[src/rtl/speed_ctrl.sv]
// Three-button speed selector: each raw button is synchronized and debounced,
// and its rising edge drives a LOW/MID/HIGH/PAUSE mode FSM.

module speed_ctrl_db #(
    parameter int DC = 4
) (
    input  logic clk,
    input  logic rst_n,
    input  logic i_btn,
    output logic o_press
);
    localparam int CW = $clog2(DC + 1);

    logic          r_s1, r_s2, r_db, r_db_q;
    logic [CW-1:0] r_cnt;

    always_ff @(posedge clk) begin
        if (!rst_n) begin
            r_s1   <= 1'b0;
            r_s2   <= 1'b0;
            r_db   <= 1'b0;
            r_db_q <= 1'b0;
            r_cnt  <= '0;
        end else begin
            r_s1   <= i_btn;
            r_s2   <= r_s1;
            r_db_q <= r_db;
            // Any sample agreeing with db restarts the window, so only a
            // run of DC consecutive disagreeing samples flips db.
            if (r_s2 == r_db) begin
                r_cnt <= '0;
            end else if (r_cnt == CW'(DC - 1)) begin
                r_db  <= r_s2;
                r_cnt <= '0;
            end else begin
                r_cnt <= r_cnt + CW'(1);
            end
        end
    end

    assign o_press = r_db & ~r_db_q;
endmodule

module speed_ctrl #(
    parameter logic [27:0] CLK_FREQ    = 28'd100_000_000,
    parameter int          DEBOUNCE_MS = 10
) (
    input  logic       clk,
    input  logic       rst_n,
    input  logic       btn_up,
    input  logic       btn_down,
    input  logic       btn_pause,
    output logic [1:0] status,
    output logic       changed
);
    localparam int DEBOUNCE_CYCLES = int'(CLK_FREQ) / 1000 * DEBOUNCE_MS;
    localparam int NUM_BTN = 3;

    localparam logic [1:0] S_LOW   = 2'd0;
    localparam logic [1:0] S_MID   = 2'd1;
    localparam logic [1:0] S_HIGH  = 2'd2;
    localparam logic [1:0] S_PAUSE = 2'd3;

    logic [NUM_BTN-1:0] w_btn, w_press;
    logic [1:0]         r_state, r_saved, w_nxt, w_nxt_saved;
    logic               r_changed;
    logic               w_up, w_down, w_pause;

    assign w_btn = {btn_pause, btn_down, btn_up};

    genvar g;
    generate
        for (g = 0; g < NUM_BTN; g++) begin : g_btn
            speed_ctrl_db #(.DC(DEBOUNCE_CYCLES)) u_db (
                .clk    (clk),
                .rst_n  (rst_n),
                .i_btn  (w_btn[g]),
                .o_press(w_press[g])
            );
        end
    endgenerate

    assign w_up    = w_press[0];
    assign w_down  = w_press[1];
    assign w_pause = w_press[2];

    always_comb begin
        w_nxt       = r_state;
        w_nxt_saved = r_saved;
        if (w_pause) begin
            if (r_state == S_PAUSE) begin
                w_nxt = r_saved;
            end else begin
                w_nxt_saved = r_state;
                w_nxt       = S_PAUSE;
            end
        end else if ((w_up ^ w_down) && r_state != S_PAUSE) begin
            // Opposing requests in the same cycle cancel each other.
            if (w_up) begin
                if (r_state == S_LOW)      w_nxt = S_MID;
                else if (r_state == S_MID) w_nxt = S_HIGH;
            end else begin
                if (r_state == S_HIGH)     w_nxt = S_MID;
                else if (r_state == S_MID) w_nxt = S_LOW;
            end
        end
    end

    always_ff @(posedge clk) begin
        if (!rst_n) begin
            r_state   <= S_LOW;
            r_saved   <= S_LOW;
            r_changed <= 1'b0;
        end else begin
            r_state   <= w_nxt;
            r_saved   <= w_nxt_saved;
            r_changed <= (w_nxt != r_state);
        end
    end

    assign status  = r_state;
    assign changed = r_changed;
endmodule
[config.mk]
export PLATFORM = sky130hd
export DESIGN_NAME = speed_ctrl
export DESIGN_NICKNAME = d
export VERILOG_FILES = /design/src/rtl/speed_ctrl.sv
export SDC_FILE = /design/constraint.sdc
export NUM_CORES = 1
export LEC_CHECK = 0
export BUFFER_PORTS_ARGS = -buffer_cell sky130_fd_sc_hd__buf_4
export CELL_PAD_IN_SITES_DETAIL_PLACEMENT = 1
export CELL_PAD_IN_SITES_GLOBAL_PLACEMENT = 2
export CORE_UTILIZATION = 37
export DETAILED_ROUTE_END_ITERATION = 6
export PLACE_DENSITY = 0.87
export SLEW_MARGIN = 10
export SYNTH_ARGS = -nofsm -noshare
export SYNTH_HDL_FRONTEND = slang
export SYNTH_SLANG_ARGS = --single-unit
[constraint.sdc]
create_clock -name clk -period 2.4 [get_ports clk]
set_input_delay 0.12 -clock clk [delete_from_list [all_inputs] [get_ports clk]]
set_output_delay 0.12 -clock clk [all_outputs]
set_load 0.02 [all_outputs]
==> impl_metrics.ini <==
[setup_path]
critical_path_buf_inv_count = 0
path_cells = or4b_1 -> or3_1 -> or4_4 -> nand3_4 -> nor2_1
required_ns = 2.63
end_kind = flop
worstReg2RegStart = g_btn[1].u_db.r_cnt[7]$_SDFF_PP0_
start_kind = flop
crit_arrival_ns = 2.40
cp_max_fo = 20
cp-startpoint = g_btn[1].u_db.r_cnt[7]$_SDFF_PP0_
slowest_delay_ns = 0.55
cpLargestDelayFamily = simple AND/OR/NAND/NOR gates
criticalPathCategory = reg -> reg
critPathSlowestCell = or4_4

[sta]
slew_headroom_pct = 55.96
grt_setup_unrepaired = no
slew_violations = 0
finalWorstSetupSlack_ns = 0.2297
final.setup.tns_ns = 0
setup_viol_count_final = 0
final-hold-violation-count = 0
worst_pin_slew_ns = 0.6555
min_period_ns = 2.170
fin_skew_ns = 0.01037
fin_crit_sh_pct = 90.43
fmax_ghz = 0.4608

[clock_network]
numCtsBuffers = 9
cts-root-buf = clkbuf_8
htreeDepth = 3
cts_tree = done
clk_latency_ns = 0.35
clockBufferDepth = 2
numClockSinks = 77
clk_pin_slew_ns = 0.08

[yosys]
synth_nets = 388
yosysSeqAreaShare_pct = 46.16
ys_types = 39
syn-cell-area_sq_um = 3339
synth_seq_cells = 77
synth.avg_cell_area_sq_um = 8.882
synth_top_area_share_pct = 46.16
synth-async-reset-ratio_pct = 0
syn_inst = 376
synth-edff-count = 0
synth_area_leaders = dfxtp_1, xor2_1, nor2_1, xnor2_1, nand3_1
ys_warn_count = 0
synth_ff_type = dfxtp_1
synth_top_area_cell = dfxtp_1

[global_route]
grt.overflow.total = 0
grt_pass1_vias = 2481
grt_first_pass_wirelength_mm = 11.38
track_usage_pct = 14.83
antenna_found_initial = 0
grt_max_degree = 23

[flow_run]
drv_cap = 0

[pwr]
power.leakage_nw = 1.264
power_density_nw_per_um2 = 645.3
worst_ir_drop_vdd_mv = 0.3926

[finish]
drive_above_1_share_pct = 8.586
syn2layout_area_growth_pct = 13.08
final_nets = 403
fillers = 1011
final_cell_mix = dfxtp_1, nor2_1, xor2_1, nand2_1, xnor2_1
final_common_cell = dfxtp_1
diodes = 0

[floorplan]
die_x_microns = 97
coreArea_sq_um = 8721
io-pin-count = 8
die_area_sq_um = 9409
die_y_microns = 97
start_util_pct = 38.29
rows = 34

[hold_path]
hold_path.class = in -> reg
hold_path_startpoint = rst_n

[placement]
port_buffers = 7
dp.final_hpwl_mm = 4.318
place_congestion = 0.7494
dpl_worst_slack_ns = 0.1076

[route]
ant_nets = 0
drt-initial-drc-count = 64
vias_per_cell = 4.960
post_drt_wl_per_cell_microns = 12.37
vias = 2500
drcViolationCount = 0
wl_mm = 6.233
dr.pass1.iters = 4

[status]
status = finished clean
==> worst reg2reg max path, stage by stage, from the launching register on <==
cell,delay (ns)
dfxtp_1,0.34
or4b_1,0.51
or3_1,0.32
or4_4,0.55
nand3_4,0.24
nor2_1,0.10
==> what timing repair did <==
item | in CTS | in global routing
hold buffers | 3 | 0
setup buffers | 0 | 0
resized for setup | 0 | 1
hold endpoints to repair | 3 | 0
endpoints found under the setup margin | 0 | 7
==> kinds of logic (layout without fill, tap and decap cells) <==
| family | count (synthesis) | count (layout) | share of synthesized area (%) |
|---|---|---|---|
| DFF | 77 | 77 | 46.16 |
| xor gates and xnor gates | 56 | 56 | 14.69 |
| AOI/OAI and AO/OA | 20 | 20 | 3.672 |
| adders and majority gates | 7 | 7 | 2.623 |
| buffers and inverters | 22 | 42 | 2.997 |
| and+or+nand+nor | 189 | 189 | 28.33 |
| muxes | 5 | 5 | 1.536 |
==> worst paths after layout <==
check | end | slack, ns | cells past startpoint
worst max-delay path | g_btn[1].u_db.r_cnt[6]$_SDFF_PP0_ | 0.23 | 5
worst min-delay path | r_saved[0]$_SDFFE_PN0P_ | 0.14 | 2
worst min register to register | g_btn[1].u_db.r_s2$_SDFF_PN0_ | 0.45 | 1
worst max register to register | g_btn[1].u_db.r_cnt[6]$_SDFF_PP0_ | 0.23 | 5
==> layer usage <==
layer	vias to the layer above	GRT usage (%)	share of wire (%)
met3	10	3.902	2.2
met4	0	5.855	1.6
met5	-	0	0
met1	1189	18.47	49
met2	13	24.38	47
li1	1288	-	-
==> cell type report <==
class	instances	area [sq um]	share of cell area (%)
Clock buffer	11	151.4	4.009
Multi-Input combinational cell	277	1705	45.16
Inverter	11	41.29	1.093
Tap cell	108	135.1	3.579
Clock inverter	5	81.33	2.154
Timing Repair Buffer	15	120.1	3.181
Sequential cell	77	1541	40.82
==> power breakdown <==
group | switching [W] | internal [W]
combinational | 0.0000176 | 0.0000144
sequential | 0.00000392 | 0.00128
clock | 0.000474 | 0.000644
total | 0.000496 | 0.00194
==> sequential cells by signal (all words and copies together) (netlist names) <==
signal and cells:
g_btn.u_db.r_cnt 60, g_btn.u_db.r_db 3, g_btn.u_db.r_db_q 3, g_btn.u_db.r_s1 3, g_btn.u_db.r_s2 3, r_saved 2, status 2, changed 1
==> per-stage QoR <==
step / total power (W) / instance area (sq um) / std cells / util (%) / hold slack, ns
after floorplan: 0.001335 / 3339 / 376 / - / 0.2473
after global placement: 0.001343 / 3506 / 485 / 40.20 / 0.3289
after detailed placement: 0.001345 / 3506 / 485 / 40.20 / 0.3328
after CTS: 0.002473 / 3769 / 504 / 43.21 / 0.1162
after global routing: 0.002533 / 3776 / 504 / 43.30 / 0.1322
final: 0.002437 / 3776 / 504 / 43.30 / 0.1379
==> synthesized netlist by cell type, types with 7 or more instances <==
master / n
xnor2_1: 23
and3_1: 9
nor2_1: 70
nand2_1: 24
nand3_1: 22
ha_1: 7
xor2_1: 33
o21ai_0: 8
nor3_1: 8
and2_1: 10
clkbuf_1: 7
nand4_1: 10
dfxtp_1: 77
inv_1: 11
(Power assumes the default switching activity.)
